### src/rtl/mem_wb_stage_if.sv
// Data-memory request/response bus between the MEM stage and the data memory.
// Requests follow a valid/ready handshake; load data returns later on a response strobe.
interface mem_wb_stage_if;
   logic        memReqValid;
   logic        memReqReady;
   logic        memReqWe;
   logic [31:0] memReqAddr;
   logic [31:0] memReqWdata;
   logic [3:0]  memReqBe;
   logic        memRespValid;
   logic [31:0] memRespRdata;

   modport master (
      output memReqValid,
      output memReqWe,
      output memReqAddr,
      output memReqWdata,
      output memReqBe,
      input  memReqReady,
      input  memRespValid,
      input  memRespRdata
   );

   modport slave (
      input  memReqValid,
      input  memReqWe,
      input  memReqAddr,
      input  memReqWdata,
      input  memReqBe,
      output memReqReady,
      output memRespValid,
      output memRespRdata
   );
endinterface

### src/rtl/mem_wb_stage.sv
// MEM stage and MEM/WB register of the RV32I pipeline: issues loads/stores over a
// variable-latency data bus, stalls upstream while busy, and registers the write-back triple.
//
// state  | meaning
// -------+-----------------------------------------------------------------
// IDLE   | no access outstanding; non-memory results pass to WB in one cycle
// REQ    | request presented on the bus, waiting for memReqReady
// WAIT   | load accepted, waiting for memRespValid
module mem_wb_stage #(
   parameter int TIMEOUT_CYCLES = 255
) (
   input  logic                  clk_i,
   input  logic                  rst_i,
   input  logic                  RegWrite_i,
   input  logic [1:0]            WriteSrc_i,
   input  logic                  MemRead_i,
   input  logic                  MemWrite_i,
   input  logic [4:0]            rd_i,
   input  logic [2:0]            funct3_i,
   input  logic [31:0]           ALUResult_i,
   input  logic [31:0]           storeData_i,
   input  logic [31:0]           pcPlus4_i,
   input  logic [31:0]           ImmOp_i,
   mem_wb_stage_if.master        dmem,
   output logic                  stall_o,
   output logic                  memErr_o,
   output logic                  RegWriteWB_o,
   output logic [4:0]            writeRegAddr_o,
   output logic [31:0]           WD3_o
);

   localparam logic [1:0] S_IDLE = 2'd0;
   localparam logic [1:0] S_REQ  = 2'd1;
   localparam logic [1:0] S_WAIT = 2'd2;

   localparam int CNT_W = (TIMEOUT_CYCLES > 1) ? $clog2(TIMEOUT_CYCLES) : 1;
   localparam logic [CNT_W-1:0] TO_LAST =
      (TIMEOUT_CYCLES > 0) ? CNT_W'(TIMEOUT_CYCLES - 1) : '0;
   localparam logic TO_EN = (TIMEOUT_CYCLES > 0);

   logic [1:0]       state_q, state_d;
   logic [CNT_W-1:0] cnt_q;

   logic [31:0] addr_q;
   logic [2:0]  funct3_q;
   logic [4:0]  rd_q;
   logic        regwrite_q;
   logic        we_q;
   logic [3:0]  be_q;
   logic [31:0] wdata_q;
   logic        err_q;

   logic        mem_op;
   logic        f3_legal;
   logic        misaligned;
   logic        acc_err;
   logic        start;
   logic [3:0]  be_d;
   logic [31:0] wdata_d;
   logic        req_hs;
   logic        store_done;
   logic        load_done;
   logic        timeout_hit;
   logic        abort;
   logic [31:0] wb_sel;
   logic [7:0]  byte_sel;
   logic [15:0] half_sel;
   logic [31:0] load_val;

   // Access legality, evaluated on the instruction presented in IDLE
   assign mem_op = MemRead_i | MemWrite_i;

   always_comb begin
      f3_legal = 1'b0;
      if (MemRead_i && MemWrite_i) begin
         f3_legal = 1'b0;
      end else if (MemRead_i) begin
         case (funct3_i)
            3'b000, 3'b001, 3'b010, 3'b100, 3'b101: f3_legal = 1'b1;
            default:                                f3_legal = 1'b0;
         endcase
      end else if (MemWrite_i) begin
         case (funct3_i)
            3'b000, 3'b001, 3'b010: f3_legal = 1'b1;
            default:                f3_legal = 1'b0;
         endcase
      end
   end

   always_comb begin
      case (funct3_i[1:0])
         2'b01:   misaligned = ALUResult_i[0];
         2'b10:   misaligned = (ALUResult_i[1:0] != 2'b00);
         default: misaligned = 1'b0;
      endcase
   end

   assign acc_err = mem_op && (!f3_legal || misaligned);
   assign start   = (state_q == S_IDLE) && mem_op && !acc_err;

   // Byte enables follow access size; store data is replicated across all lanes
   always_comb begin
      case (funct3_i[1:0])
         2'b00: begin
            be_d    = 4'b0001 << ALUResult_i[1:0];
            wdata_d = {4{storeData_i[7:0]}};
         end
         2'b01: begin
            be_d    = ALUResult_i[1] ? 4'b1100 : 4'b0011;
            wdata_d = {2{storeData_i[15:0]}};
         end
         default: begin
            be_d    = 4'b1111;
            wdata_d = storeData_i;
         end
      endcase
      if (!MemWrite_i) begin
         wdata_d = '0;
      end
   end

   assign req_hs      = (state_q == S_REQ) && dmem.memReqReady;
   assign store_done  = req_hs && we_q;
   assign load_done   = (state_q == S_WAIT) && dmem.memRespValid;
   assign timeout_hit = TO_EN && (cnt_q == TO_LAST) &&
                        ((state_q == S_REQ) || (state_q == S_WAIT));
   // A completion landing on the final budget cycle still counts as success
   assign abort       = timeout_hit && !store_done && !load_done;

   always_comb begin
      case (state_q)
         S_IDLE:  stall_o = start;
         S_REQ:   stall_o = !store_done && !abort;
         S_WAIT:  stall_o = !load_done && !abort;
         default: stall_o = 1'b0;
      endcase
   end

   always_comb begin
      state_d = state_q;
      case (state_q)
         S_IDLE: begin
            if (start) state_d = S_REQ;
         end
         S_REQ: begin
            if (abort)       state_d = S_IDLE;
            else if (req_hs) state_d = we_q ? S_IDLE : S_WAIT;
         end
         S_WAIT: begin
            if (abort || load_done) state_d = S_IDLE;
         end
         default: state_d = S_IDLE;
      endcase
   end

   always_ff @(posedge clk_i) begin
      if (rst_i) begin
         state_q <= S_IDLE;
         cnt_q   <= '0;
      end else begin
         state_q <= state_d;
         if (state_q == S_IDLE) cnt_q <= '0;
         else                   cnt_q <= cnt_q + 1'b1;
      end
   end

   always_ff @(posedge clk_i) begin
      if (rst_i) begin
         addr_q     <= '0;
         funct3_q   <= '0;
         rd_q       <= '0;
         regwrite_q <= 1'b0;
         we_q       <= 1'b0;
         be_q       <= '0;
         wdata_q    <= '0;
      end else if (start) begin
         addr_q     <= ALUResult_i;
         funct3_q   <= funct3_i;
         rd_q       <= rd_i;
         regwrite_q <= RegWrite_i;
         we_q       <= MemWrite_i;
         be_q       <= be_d;
         wdata_q    <= wdata_d;
      end
   end

   assign dmem.memReqValid = (state_q == S_REQ);
   assign dmem.memReqWe    = we_q;
   assign dmem.memReqAddr  = {addr_q[31:2], 2'b00};
   assign dmem.memReqBe    = be_q;
   assign dmem.memReqWdata = wdata_q;

   // Load extraction from the returned word using the latched lane
   assign byte_sel = dmem.memRespRdata[{addr_q[1:0], 3'b000} +: 8];
   assign half_sel = addr_q[1] ? dmem.memRespRdata[31:16] : dmem.memRespRdata[15:0];

   always_comb begin
      case (funct3_q)
         3'b000:  load_val = {{24{byte_sel[7]}}, byte_sel};
         3'b001:  load_val = {{16{half_sel[15]}}, half_sel};
         3'b100:  load_val = {24'd0, byte_sel};
         3'b101:  load_val = {16'd0, half_sel};
         default: load_val = dmem.memRespRdata;
      endcase
   end

   always_comb begin
      case (WriteSrc_i)
         2'b00:   wb_sel = ALUResult_i;
         2'b10:   wb_sel = pcPlus4_i;
         2'b11:   wb_sel = ImmOp_i;
         default: wb_sel = '0;
      endcase
   end

   // Every cycle that is not a completion or a plain ALU pass-through loads a bubble
   always_ff @(posedge clk_i) begin
      if (rst_i) begin
         RegWriteWB_o   <= 1'b0;
         writeRegAddr_o <= '0;
         WD3_o          <= '0;
         err_q          <= 1'b0;
      end else begin
         err_q <= ((state_q == S_IDLE) && acc_err) || abort;
         if (load_done) begin
            RegWriteWB_o   <= regwrite_q;
            writeRegAddr_o <= rd_q;
            WD3_o          <= load_val;
         end else if ((state_q == S_IDLE) && !mem_op) begin
            RegWriteWB_o   <= RegWrite_i;
            writeRegAddr_o <= rd_i;
            WD3_o          <= wb_sel;
         end else begin
            RegWriteWB_o   <= 1'b0;
            writeRegAddr_o <= '0;
            WD3_o          <= '0;
         end
      end
   end

   assign memErr_o = err_q;

endmodule

### src/flat_wrapper.sv
// flat-port wrapper written by rule: the top's interface ports become plain ports
module mem_wb_stage_flat 
#(
   parameter int TIMEOUT_CYCLES = 255
)
  (clk_i, rst_i, RegWrite_i, WriteSrc_i, MemRead_i, MemWrite_i, rd_i, funct3_i, ALUResult_i, storeData_i, pcPlus4_i, ImmOp_i, stall_o, memErr_o, RegWriteWB_o, writeRegAddr_o, WD3_o, dmem_memReqValid, dmem_memReqWe, dmem_memReqAddr, dmem_memReqWdata, dmem_memReqBe, dmem_memReqReady, dmem_memRespValid, dmem_memRespRdata);
  mem_wb_stage_if dmem_i ();
  input  logic clk_i;
  input  logic rst_i;
  input  logic RegWrite_i;
  input  logic [1:0] WriteSrc_i;
  input  logic MemRead_i;
  input  logic MemWrite_i;
  input  logic [4:0] rd_i;
  input  logic [2:0] funct3_i;
  input  logic [31:0] ALUResult_i;
  input  logic [31:0] storeData_i;
  input  logic [31:0] pcPlus4_i;
  input  logic [31:0] ImmOp_i;
  output logic stall_o;
  output logic memErr_o;
  output logic RegWriteWB_o;
  output logic [4:0] writeRegAddr_o;
  output logic [31:0] WD3_o;
  output wire logic [$bits(dmem_i.memReqValid)-1:0] dmem_memReqValid;
  output wire logic [$bits(dmem_i.memReqWe)-1:0] dmem_memReqWe;
  output wire logic [$bits(dmem_i.memReqAddr)-1:0] dmem_memReqAddr;
  output wire logic [$bits(dmem_i.memReqWdata)-1:0] dmem_memReqWdata;
  output wire logic [$bits(dmem_i.memReqBe)-1:0] dmem_memReqBe;
  input wire logic [$bits(dmem_i.memReqReady)-1:0] dmem_memReqReady;
  input wire logic [$bits(dmem_i.memRespValid)-1:0] dmem_memRespValid;
  input wire logic [$bits(dmem_i.memRespRdata)-1:0] dmem_memRespRdata;
  assign dmem_memReqValid = dmem_i.memReqValid;
  assign dmem_memReqWe = dmem_i.memReqWe;
  assign dmem_memReqAddr = dmem_i.memReqAddr;
  assign dmem_memReqWdata = dmem_i.memReqWdata;
  assign dmem_memReqBe = dmem_i.memReqBe;
  assign dmem_i.memReqReady = dmem_memReqReady;
  assign dmem_i.memRespValid = dmem_memRespValid;
  assign dmem_i.memRespRdata = dmem_memRespRdata;
  mem_wb_stage #(.TIMEOUT_CYCLES(TIMEOUT_CYCLES)) u_core (.clk_i(clk_i), .rst_i(rst_i), .RegWrite_i(RegWrite_i), .WriteSrc_i(WriteSrc_i), .MemRead_i(MemRead_i), .MemWrite_i(MemWrite_i), .rd_i(rd_i), .funct3_i(funct3_i), .ALUResult_i(ALUResult_i), .storeData_i(storeData_i), .pcPlus4_i(pcPlus4_i), .ImmOp_i(ImmOp_i), .dmem(dmem_i), .stall_o(stall_o), .memErr_o(memErr_o), .RegWriteWB_o(RegWriteWB_o), .writeRegAddr_o(writeRegAddr_o), .WD3_o(WD3_o));
endmodule
### config.mk
export PLATFORM = sky130hd
export DESIGN_NAME = mem_wb_stage_flat
export DESIGN_NICKNAME = d
export VERILOG_FILES = /design/src/rtl/mem_wb_stage_if.sv /design/src/rtl/mem_wb_stage.sv /design/src/flat_wrapper.sv
export SDC_FILE = /design/constraint.sdc
export NUM_CORES = 1
export LEC_CHECK = 0
export ABC_AREA = 0
export BUFFER_PORTS_ARGS = -buffer_cell sky130_fd_sc_hd__buf_4
export CAP_MARGIN = 10
export CORE_MARGIN = 1
export CORE_UTILIZATION = 35
export CTS_BUF_LIST = sky130_fd_sc_hd__clkbuf_16
export CTS_CLUSTER_SIZE = 28
export DETAILED_ROUTE_END_ITERATION = 10
export PLACE_DENSITY = 0.61
export SKIP_CTS_REPAIR_TIMING = 1
export SLEW_MARGIN = 20
export SYNTH_ARGS = -nofsm -noshare
export SYNTH_HDL_FRONTEND = slang
export SYNTH_SLANG_ARGS = --single-unit
export TNS_END_PERCENT = 30
### constraint.sdc
create_clock -name clk_i -period 4 [get_ports clk_i]
set_clock_uncertainty 0.1 [all_clocks]
set_input_delay 1 -clock clk_i [delete_from_list [all_inputs] [get_ports clk_i]]
set_output_delay 1 -clock clk_i [all_outputs]
set_load 0.05 [all_outputs]
==> results.py <==
metrics = {
    "setup_path": {
        "rr_startpoint": "u_core.state_q[0]",
        "worstSetupStartpointType": "input pin",
        "r2r_setup_slack_ps": 1580,
        "arrival_ps": 2470,
        "r2r_end": "u_core.state_q[1]",
        "worst-path-max-fanout": 11,
        "path_class": "input pin to output pin",
        "cp_data_required_time_ps": 2900,
        "r2r_cells": 7,
        "crit_end": "stall_o",
        "end_kind": "output pin",
        "crit_path_start": "funct3_i[1]",
    },
    "clock_tree": {
        "cts_tree": "done",
        "clk_pin_slew_ps": 60,
        "clock-sinks": 127,
        "cts_max_path_buffers": 2,
        "cts_buffers": 17,
        "worstSkewPairLatency_ps": 410,
        "cts_root_buffer": "clkbuf_16",
        "htreeDepth": 4,
    },
    "layout": {
        "finalInstanceArea_sq_um": 9180,
        "fin_util_pct": 50.4,
        "multi_input_area_sq_um": 3500,
        "fill_cells": 1833,
        "layout.area.seq_sq_um": 2540,
        "layout.nets": 1213,
        "layout-drive-gt1-share_pct": 36.3,
        "n_antenna_cell": 0,
        "area_delta_synth_final_pct": 39.0,
    },
    "die": {
        "die-area_sq_um": 19400,
        "fp-row-count": 49,
        "die_width_um": 139,
        "fp.dieH_um": 139,
        "core_area_sq_um": 18200,
        "ios": 287,
        "start_util_pct": 36.3,
    },
    "synth": {
        "yosysWarnings": 0,
        "seq_area_frac_synth_pct": 38.5,
        "yosysTopAreaCellShare_pct": 38.5,
        "synthMuxAreaShare_pct": 9.03,
        "ys.flop_type": "dfxtp_1",
        "avgSynthCellArea_sq_um": 8.16,
        "netlist_area_sq_um": 6610,
        "synth_top_family_by_area": "compound AO/OA/AOI/OAI gates",
        "async_reset_ff_share_pct": 0,
        "synth_compound_area_share_pct": 23.4,
        "synth-edff-count": 0,
        "synth-xor-area-share_pct": 0.795,
        "synth-seq-cells": 127,
        "synth_simple_gate_area_share_pct": 17.4,
        "ys_types": 50,
        "yosys-top-cells-area": "dfxtp_1, a21oi_1, nand2_1",
        "synth_cells": 810,
        "synth_adder_area_share_pct": 1.70,
        "synth_top_area_cell": "dfxtp_1",
    },
    "detailed_routing": {
        "drc": 0,
        "wl_met3_um": 1850,
        "routedWlPerCell_um": 17.7,
        "routed_via_density": 5.21,
        "wirelength_um": 22500,
        "first_iter_violations": 348,
        "dr.pass1.iters": 5,
        "wl_met1_um": 9370,
        "dr_wl_met2_um": 10900,
        "num_vias": 6610,
        "top_layer": "met4",
        "ant_nets": 0,
    },
    "global_routing": {
        "grt_max_degree": 77,
        "antenna_found_initial": 0,
        "grt_pass1_vias": 6324,
        "grt-ovfl-total": 0,
        "grtUsageTotal_pct": 23.0,
        "grt_pass1_wl_um": 34700,
    },
    "timing": {
        "max-slew-margin-rel_pct": 33.7,
        "rsz0062_at_grt": "no",
        "setup_viol": 0,
        "period_needed_ps": 3570,
        "setup_total_negative_slack_ps": 0,
        "max_freq_mhz": 280,
        "worstMarginPinSlew_ps": 988,
        "final-hold-violation-count": 0,
        "drv_slew": 0,
        "finalCritPeriodShare_pct": 89.4,
    },
    "min_path": {
        "holdPathStages": 2,
        "hold_class": "flop to flop",
    },
    "place": {
        "portBuffers": 284,
        "place.gp.congestion": 0.829,
        "post-dp-hpwl_um": 16200,
        "dpl-instance-area_sq_um": 8620,
    },
    "flow_run": {
        "cap_violations": 0,
    },
    "power": {
        "vdd_drop_max_mv": 0.292,
        "p_per_area_nw_per_um2": 405,
        "finalPower_mw": 3.71,
        "leakage_nw": 3.83,
    },
    "status": {
        "outcome": "finished clean",
    },
}
## where the power goes
| part | total [mW] | internal [mW] | switching, mW |
|---|---|---|---|
| sequential | 1.37 | 1.33 | 0.0401 |
| combinational | 0.872 | 0.342 | 0.530 |
| clock | 1.47 | 0.900 | 0.573 |
## layout make-up
cell class / instances / share of cell area (%)
multi-input cells: 571 / 38.1
well taps: 229 / 3.12
clock inverters: 15 / 1.43
repair buffers: 298 / 24.5
flip-flops and latches: 127 / 27.7
inverters: 12 / 0.491
clock buffers: 17 / 4.63
## worst min-delay path by stage
| stage | from | end | slack, ps |
|---|---|---|---|
| after floorplan | u_core.addr_q[10] | u_core.addr_q[10] | 340 |
| after global placement | u_core.dmem.memReqWdata[4] | u_core.dmem.memReqWdata[4] | 340 |
| after detailed placement | u_core.dmem.memReqWdata[28] | u_core.dmem.memReqWdata[28] | 340 |
| after CTS | u_core.dmem.memReqWdata[28] | u_core.dmem.memReqWdata[28] | 350 |
| after global routing | u_core.dmem.memReqWdata[9] | u_core.dmem.memReqWdata[9] | 370 |
| final | u_core.dmem.memReqWdata[28] | u_core.dmem.memReqWdata[28] | 350 |
## registers in the layout, indices dropped and copies added, names as in the netlist
name and cells:
u_core.RegWriteWB_o 1, u_core.funct3_q 3, u_core.state_q 2, u_core.WD3_o 32, u_core.dmem.memReqWe 1, u_core.regwrite_q 1
u_core.cnt_q 8, u_core.addr_q 32, u_core.rd_q 5, u_core.dmem.memReqBe 4, u_core.writeRegAddr_o 5, u_core.memErr_o 1
u_core.dmem.memReqWdata 32
## metal layers
layer / global-route usage, % / vias to the layer above
li1: - / 3229
met2: 38.6 / 264
met4: 6.84 / 0
met3: 6.78 / 20
met1: 28.3 / 3097
met5: 0 / -
## synthesized netlist by cell type, types with 12 or more instances
master / instances
nor2_1: 33
clkbuf_1: 39
and2_1: 18
buf_4: 35
a22oi_1: 29
buf_2: 18
o211ai_1: 16
nand2_1: 150
dfxtp_1: 127
mux2_2: 40
a22o_1: 18
o21ai_1: 17
a21oi_1: 121
inv_1: 12
nand3_1: 21
## layout by cell type (no fill, tap or decap), types with 3 or more instances in the layout
cell,n
mux2_2,40
nand3_1,20
a22oi_1,29
and2_1,18
a22o_1,18
clkbuf_16,17
nand2_1,150
a21oi_1,120
inv_1,15
or2_0,7
mux2_1,3
clkinvlp_4,4
mux2i_1,9
nand4_1,3
dfxtp_1,126
buf_4,297
nor3b_1,8
a21boi_1,9
clkinv_1,3
o21ai_1,17
o21ai_0,4
nor2_1,32
a2bb2oi_1,8
ha_1,9
nor3_1,5
o211ai_1,16
a311oi_2,3
xor2_1,5
nor2b_1,4
o221ai_1,8
## kinds of logic after synthesis
logic type	after synthesis
AO/OA/AOI/OAI	244
XOR/XNOR	6
adder cells (fa/ha/maj)	9
buffers and inverters	113
flip-flops	127
multiplexers	53
other	1
AND/OR/NAND/NOR	257
## per-stage QoR
stage / instances / hold slack, ps / setup slack, ps
after floorplan: 811 / 337 / 42.2
after global placement: 1237 / 339 / 454
after detailed placement: 1237 / 344 / 422
after CTS: 1269 / 352 / 425
after global routing: 1269 / 373 / 306
final: 1269 / 351 / 426
## worst max-delay path, stage by stage
cell	delay, ps
buf_4	170
inv_1	80
ha_1	210
o211a_1	210
a31oi_1	330
nand3_4	130
a21oi_4	130
buf_4	210
No activity file was read; power rests on OpenSTA's default activity.
